[src/rtl/idex_skid_stage_pkg.sv]
// Shared definitions for the ID/EX skid stage.
// Holds the state encodings and the ID->EX bundle layout.
package idex_skid_stage_pkg;

    typedef enum logic [1:0] {
        SKID_EMPTY   = 2'd0,
        SKID_BUSY    = 2'd1,
        SKID_FULL    = 2'd2,
        SKID_ILLEGAL = 2'd3
    } skid_state_e;

    localparam int IDEX_BUNDLE_W = 113;

    // Field offsets used by id/ex to pack and unpack the bundle
    localparam int LINK_LSB   = 0;
    localparam int WE_BIT     = 32;
    localparam int WADDR_LSB  = 33;
    localparam int OP2_LSB    = 38;
    localparam int OP1_LSB    = 70;
    localparam int ALUSEL_LSB = 102;
    localparam int ALUOP_LSB  = 105;

    typedef struct packed {
        logic [7:0]  aluop;
        logic [2:0]  alusel;
        logic [31:0] op1;
        logic [31:0] op2;
        logic [4:0]  waddr;
        logic        we;
        logic [31:0] link_addr;
    } idex_bundle_t;

    function automatic logic [1:0] skid_occ(input skid_state_e s);
        logic [1:0] occ;
        occ = 2'd0;
        if (s == SKID_BUSY) occ = 2'd1;
        if (s == SKID_FULL) occ = 2'd2;
        return occ;
    endfunction

endpackage

[src/rtl/idex_skid_stage.sv]
// ID->EX pipeline stage: valid/ready handshake with a 2-entry skid buffer.
// Payload is opaque; in_ready and all outputs are decoded from flops.
module idex_skid_stage
    import idex_skid_stage_pkg::*;
#(
    parameter int               WIDTH     = IDEX_BUNDLE_W,
    parameter logic [WIDTH-1:0] NOP_VALUE = {WIDTH{1'b0}},
    parameter int               CNT_W     = 16
) (
    input  logic             clk,
    input  logic             rst,
    input  logic             flush,
    input  logic             in_valid,
    output logic             in_ready,
    input  logic [WIDTH-1:0] in_data,
    output logic             out_valid,
    input  logic             out_ready,
    output logic [WIDTH-1:0] out_data,
    output logic [1:0]       occupancy,
    output logic [CNT_W-1:0] stall_cnt
);

    skid_state_e      r_state;
    skid_state_e      w_state_nxt;
    logic [WIDTH-1:0] r_main;
    logic [WIDTH-1:0] r_skid;
    logic [WIDTH-1:0] w_main_nxt;
    logic [WIDTH-1:0] w_skid_nxt;
    logic [CNT_W-1:0] r_stall;
    logic             w_in_ready;
    logic             w_out_valid;
    logic             w_in_fire;
    logic             w_out_fire;

    assign w_in_ready  = (r_state == SKID_EMPTY) || (r_state == SKID_BUSY);
    assign w_out_valid = (r_state == SKID_BUSY) || (r_state == SKID_FULL);
    assign w_in_fire   = in_valid && w_in_ready;
    assign w_out_fire  = w_out_valid && out_ready;

    always_comb begin
        w_state_nxt = r_state;
        w_main_nxt  = r_main;
        w_skid_nxt  = r_skid;
        if (flush) begin
            w_state_nxt = SKID_EMPTY;
            w_main_nxt  = NOP_VALUE;
            w_skid_nxt  = NOP_VALUE;
        end else begin
            case (r_state)
                SKID_EMPTY: begin
                    if (w_in_fire) begin
                        w_state_nxt = SKID_BUSY;
                        w_main_nxt  = in_data;
                    end
                end
                SKID_BUSY: begin
                    if (w_in_fire && w_out_fire) begin
                        w_main_nxt = in_data;
                    end else if (w_in_fire) begin
                        w_state_nxt = SKID_FULL;
                        w_skid_nxt  = in_data;
                    end else if (w_out_fire) begin
                        w_state_nxt = SKID_EMPTY;
                        w_main_nxt  = NOP_VALUE;
                    end
                end
                SKID_FULL: begin
                    // skid is always the younger entry, so it moves up
                    if (w_out_fire) begin
                        w_state_nxt = SKID_BUSY;
                        w_main_nxt  = r_skid;
                        w_skid_nxt  = NOP_VALUE;
                    end
                end
                SKID_ILLEGAL: begin
                    w_state_nxt = SKID_EMPTY;
                    w_main_nxt  = NOP_VALUE;
                    w_skid_nxt  = NOP_VALUE;
                end
            endcase
        end
    end

    always_ff @(posedge clk) begin
        if (rst) begin
            r_state <= SKID_EMPTY;
            r_main  <= NOP_VALUE;
            r_skid  <= NOP_VALUE;
        end else begin
            r_state <= w_state_nxt;
            r_main  <= w_main_nxt;
            r_skid  <= w_skid_nxt;
        end
    end

    always_ff @(posedge clk) begin
        if (rst) begin
            r_stall <= '0;
        end else if (w_out_valid && !out_ready && (r_stall != '1)) begin
            r_stall <= r_stall + CNT_W'(1);
        end
    end

    assign in_ready  = w_in_ready;
    assign out_valid = w_out_valid;
    assign out_data  = r_main;
    assign occupancy = skid_occ(r_state);
    assign stall_cnt = r_stall;

endmodule

[config.mk]
export PLATFORM = sky130hd
export DESIGN_NAME = idex_skid_stage
export DESIGN_NICKNAME = d
export VERILOG_FILES = /design/src/rtl/idex_skid_stage_pkg.sv /design/src/rtl/idex_skid_stage.sv
export SDC_FILE = /design/constraint.sdc
export NUM_CORES = 1
export LEC_CHECK = 0
export BUFFER_PORTS_ARGS = -buffer_cell sky130_fd_sc_hd__buf_2
export CAP_MARGIN = 10
export CORE_MARGIN = 1
export CORE_UTILIZATION = 49
export CTS_CLUSTER_SIZE = 8
export DETAILED_ROUTE_END_ITERATION = 6
export PLACE_DENSITY = 0.77
export SYNTH_ARGS = -nofsm -noshare
export SYNTH_HDL_FRONTEND = slang
export SYNTH_SLANG_ARGS = --single-unit
[constraint.sdc]
create_clock -name clk -period 2.5 [get_ports clk]
set_clock_uncertainty 0.2 [all_clocks]
set_input_delay 0.25 -clock clk [delete_from_list [all_inputs] [get_ports clk]]
set_output_delay 0.25 -clock clk [all_outputs]
set_load 0.01 [all_outputs]
# Word-level counts from Yosys, hierarchy flattened
# Index checks and enable logic that the tools add are counted.
# Widths: inputs -> output; s select.
# word_totals
ff_bits,244
input_bits,118
output_inout_bits,133
# op_classes
n_mux,16
n_addsub,1
n_eq_ne,11
reduce_logical,14
# ops
cell,n
$mux 113,6
$pmux 113 s4,1
$pmux 113 s3,1
$add 16x1->16 const B,1
$ne 16x16->1 const B,1
$mux 2,6
$reduce_and 4->1,3
$ne 2x2->1 const B,4
$pmux 2 s4,1
$ne 3x2->1 const B,2
$logic_and 1x1->1,5
$eq 2x2->1 const B,2
$ne 3x3->1 const B,1
$reduce_bool 3->1,1
$eq 2x1->1 const B,1
$logic_not 2->1,1
$logic_or 1x1->1,2
$reduce_or 2->1,1
$logic_not 1->1,1
$mux 1,1

# Depth between registers and ports, before layout
# logic_depth
ltp_word,7
depth_mapped,12
ltp_nobuf,6

# Least setup slack after synthesis
# No wires, ideal clock.
# synth_timing
kind,reg2reg
startpoint,register r_state[1]
endpoint,register r_skid[42]
arrival_ns,2.370
period_less_slack_ns,2.702
setup_time_ns,0.132
path_slack_ns,-0.202
path_stages_with_launch,13
path_cell_list,dfxtp_1 -> inv_1 -> clkbuf_1 -> ha_1 -> buf_6 -> a41o_1 -> buf_2 -> or3_1 -> buf_2 -> buf_6 -> buf_6 -> nand2_1 -> a21oi_1
# synth_via
elab_chain_len,6
elab_cells_between_ends,15
classes_between,eq/ne: 6; mux: 1; reduce/logical: 8
# synth_rtl
element,line,text
"start, declared",idex_skid_stage.sv:23,skid_state_e r_state;
"start signal, assigned",idex_skid_stage.sv:90,r_state <= w_state_nxt;
$eq 2x1->1 or $eq 2x2->1 (tied branches),idex_skid_stage.sv:36,assign w_out_valid = (r_state == SKID_BUSY) || (r_state == SKID_FULL);
$logic_or 1x1->1 *,idex_skid_stage.sv:36,
net out_valid,idex_skid_stage.sv:16,"output logic out_valid,"
$logic_and 1x1->1 *,idex_skid_stage.sv:38,assign w_out_fire = w_out_valid && out_ready;
$logic_and 1x1->1,idex_skid_stage.sv:57,if (w_in_fire && w_out_fire) begin
$ne 2x2->1 (no source line),-,
$reduce_and 4->1 (no source line) *,-,
"end signal, assigned",idex_skid_stage.sv:92,r_skid <= w_skid_nxt;
"end, declared",idex_skid_stage.sv:26,logic [WIDTH-1:0] r_skid;
# The timed path passes the listed nets; every way through them passes the cells marked *.
# A chain may end at the register's enable or synchronous reset.

# Final worst setup path
# layout_timing
startpoint,register r_state[0]
endpoint,register r_skid[38]
# layout_via
elab_chain_len,6
elab_cells_between_ends,15
classes_between,eq/ne: 6; mux: 1; reduce/logical: 8
# layout_rtl
element,line
"$eq 2x1->1, or another cell as far along","idex_skid_stage.sv:35, idex_skid_stage.sv:36, idex_skid_stage.sv:49"
"$logic_or 1x1->1, on equally long branches","idex_skid_stage.sv:35, idex_skid_stage.sv:36"
"$logic_and 1x1->1, on equally long branches","idex_skid_stage.sv:37, idex_skid_stage.sv:38"
$logic_and 1x1->1,idex_skid_stage.sv:57
$ne 2x2->1 (no source line),-
$reduce_and 4->1 (no source line),-
# Parallel ways exist; a longest one is shown, timed or not.

==> results.sh <==
export IMPL_drive_above_1_share_pct=21.53
export IMPL_rsz0062_at_grt="false"
export IMPL_synth_edf_count=0
export IMPL_first_iter_violations=925
export IMPL_start_kind="register"
export IMPL_wl_um=32960
export IMPL_port_buffers=250
export IMPL_syn_num_nets=1411
export IMPL_fmax_ghz=0.4140
export IMPL_maxSlewViolCount=0
export IMPL_antenna_found_initial=0
export IMPL_clockRootBuffer="clkbuf_16"
export IMPL_cp_end_kind="register"
export IMPL_drt_antenna_violating_nets=0
export IMPL_ys_ff_latch=244
export IMPL_synth_warnings=0
export IMPL_power_density_nw_per_um2=715.3
export IMPL_dp_hpwl_um=18160
export IMPL_relSlewSlack_pct=41.89
export IMPL_min_path_type="in -> reg"
export IMPL_worst_setup_path_type="reg -> reg"
export IMPL_async_flop_share_pct=0
export IMPL_cts_sinks=244
export IMPL_fin_crit_sh_pct=96.62
export IMPL_setup_viol=0
export IMPL_ys_seq_area_share_pct=46.56
export IMPL_cap_violations=0
export IMPL_dp_cells=1700
export IMPL_min_period_ps=2415
export IMPL_cp_slowest_cell="or3_4"
export IMPL_drtPass1Iterations=5
export IMPL_clk_pin_slew_ps=50
export IMPL_power_uw=10030
export IMPL_cts_setup_buffers=0
export IMPL_syn_area_per_cell_sq_um=8.144
export IMPL_rows=53
export IMPL_fin_nets=1702
export IMPL_cp_cell_sequence="inv_1, ha_4, a41o_4, or3_4, buf_12, nand2_1, a21oi_1"
export IMPL_worst_pin_slew_ps=871.7
export IMPL_status="completed"
export IMPL_crit_fanout=57
export IMPL_clock_path_buffers=3
export IMPL_viasPerCell=6.012
export IMPL_hold_viol_final=0
export IMPL_worstPathArrival_ps=2570
export IMPL_ys_types=42
export IMPL_grt_pass1_wl_um=51230
export IMPL_cts_tree="done"
export IMPL_core_sq_um=21020
export IMPL_required_ps=2660
export IMPL_grt_pass1_vias=10349
export IMPL_boundaryPins=251
export IMPL_globalplace_congestion=0.8065
export IMPL_leakagePower_uw=0.005853
export IMPL_synth_flop_cell="dfxtp_1"
export IMPL_syn2layout_area_growth_pct=33.70
export IMPL_fin_cells=1854
export IMPL_die_area_sq_um=22000
export IMPL_cts_buffers=36
export IMPL_detail_route_wl_per_cell_um=17.78
export IMPL_die_w_um=148.3
export IMPL_tns_ps=0
export IMPL_clkLatencyLatePin_ps=490
export IMPL_grt_max_degree=92
export IMPL_h_tree_depth=2
export IMPL_max_vdd_ir_drop_mv=0.5736
export IMPL_via_count=11147
export IMPL_cp_slowest_stage_delay_ps=530
export IMPL_track_usage_pct=28.23
export IMPL_syn_inst=1288
export IMPL_diodes=0
export IMPL_syn_area_sq_um=10490
export IMPL_start_util_pct=49.90
export IMPL_drc=0
export IMPL_die_h_um=148.3
export IMPL_grt_ovfl_total=0
-- power by group --
| part | switching [uW] | total, uW | internal, uW |
|---|---|---|---|
| clock | 1600 | 4290 | 2680 |
| combinational | 901 | 1600 | 700 |
| sequential | 85.5 | 4140 | 4060 |
-- cells by family after synthesis --
kind of cell	count (synthesis)	synth area share (%)
compound gates	368	22.08
xor+xnor	1	0.08351
fa+ha+maj	5	0.5964
buf+inv	149	6.572
flops	244	46.56
mux	5	0.5248
simple gates	516	23.58
-- cells in the mapped netlist (8+ instances only) --
cell type	n	area [sq um]
dfxtp_1	244	4885
clkbuf_1	92	345.3
a22o_1	113	989.7
nor2b_1	8	50.05
nor2_1	15	56.30
nand2_1	120	450.4
buf_1	9	33.78
buf_6	9	101.4
buf_4	8	60.06
nand3_1	117	585.6
a21oi_1	234	1171
buf_2	26	130.1
nor3_1	229	1146
-- metrics by stage --
| step | worst slack (ps) | instance area, sq um | util (%) | hold WS [ps] |
|---|---|---|---|---|
| final | 84.60 | 14020 | 66.72 | 112.6 |
| after global routing | 13.10 | 14020 | 66.72 | 143.3 |
| after CTS | 116.9 | 14000 | 66.62 | 67.44 |
| after detailed placement | 147.3 | 11900 | 56.60 | 243.3 |
| after global placement | 213.3 | 11900 | 56.60 | 237.6 |
| after floorplan | 26.03 | 10510 | - | 201.9 |
-- what timing repair did --
action                                  CTS  global route
endpoints found under the setup margin    0             1
resized for setup                         0             4
hold buffers                            115             0
endpoints found under the hold margin   163             0
-- sequential cells by signal, indices dropped and copies added, names as in the netlist --
| name | count |
|---|---|
| r_skid | 113 |
| stall_cnt | 16 |
| r_state | 2 |
| out_data | 113 |
-- layout by cell type (no fill, tap or decap), types with 2 or more instances in the layout --
| cell | instances |
|---|---|
| clkbuf_16 | 37 |
| o21bai_1 | 2 |
| nand4_1 | 5 |
| a31oi_1 | 2 |
| nand2_1 | 120 |
| a22o_1 | 113 |
| buf_4 | 16 |
| dlygate4sd3_1 | 115 |
| mux2_2 | 4 |
| nor2b_1 | 5 |
| buf_2 | 250 |
| or3_1 | 4 |
| nand3_1 | 117 |
| nor3_1 | 229 |
| inv_1 | 3 |
| a211oi_1 | 3 |
| nor2_1 | 14 |
| ha_1 | 4 |
| nor4_1 | 5 |
| dfxtp_1 | 244 |
| o21ai_0 | 4 |
| or4_1 | 2 |
| a21oi_1 | 233 |
| o31ai_1 | 5 |
| nor2b_4 | 2 |
| buf_12 | 14 |
-- routing by layer --
metal,global-route usage [%],vias up,wire [um]
met5,0,-,0
met4,13.56,0,1464
met3,5.215,116,2522
met1,35.92,5260,13770
li1,-,5235,-
met2,46.13,536,15200
-- final timing paths --
kind	startpoint	end	slack, ps	cells after the start
worst min register to register	r_skid[9]$_SDFFE_PP0P_	r_skid[9]$_SDFFE_PP0P_	250	2
worst max register to register	r_state[0]$_SDFFE_PP0P_	r_skid[38]$_SDFFE_PP0P_	80	7
worst min-delay path	flush	r_skid[103]$_SDFFE_PP0P_	110	3
worst max-delay path	r_state[0]$_SDFFE_PP0P_	r_skid[38]$_SDFFE_PP0P_	80	7
-- worst max-delay path, delay by kind of cell (launching register included) --
family	cells	cell delay, ps
adders and majority gates	1	300
DFF	1	370
buffers and inverters	2	340
and+or+nand+nor	2	660
AOI/OAI and AO/OA	2	360
-- cell type report --
cell class | count | area (sq um)
multi-input cells | 896 | 5004
inverters | 5 | 22.52
clock inverters | 1 | 30.03
repair buffers | 396 | 2814
fillers | 1667 | 6997
well taps | 275 | 344.1
flip-flops and latches | 244 | 4885
clock buffers | 37 | 925.9
No activity file was read; power rests on OpenSTA's default activity.
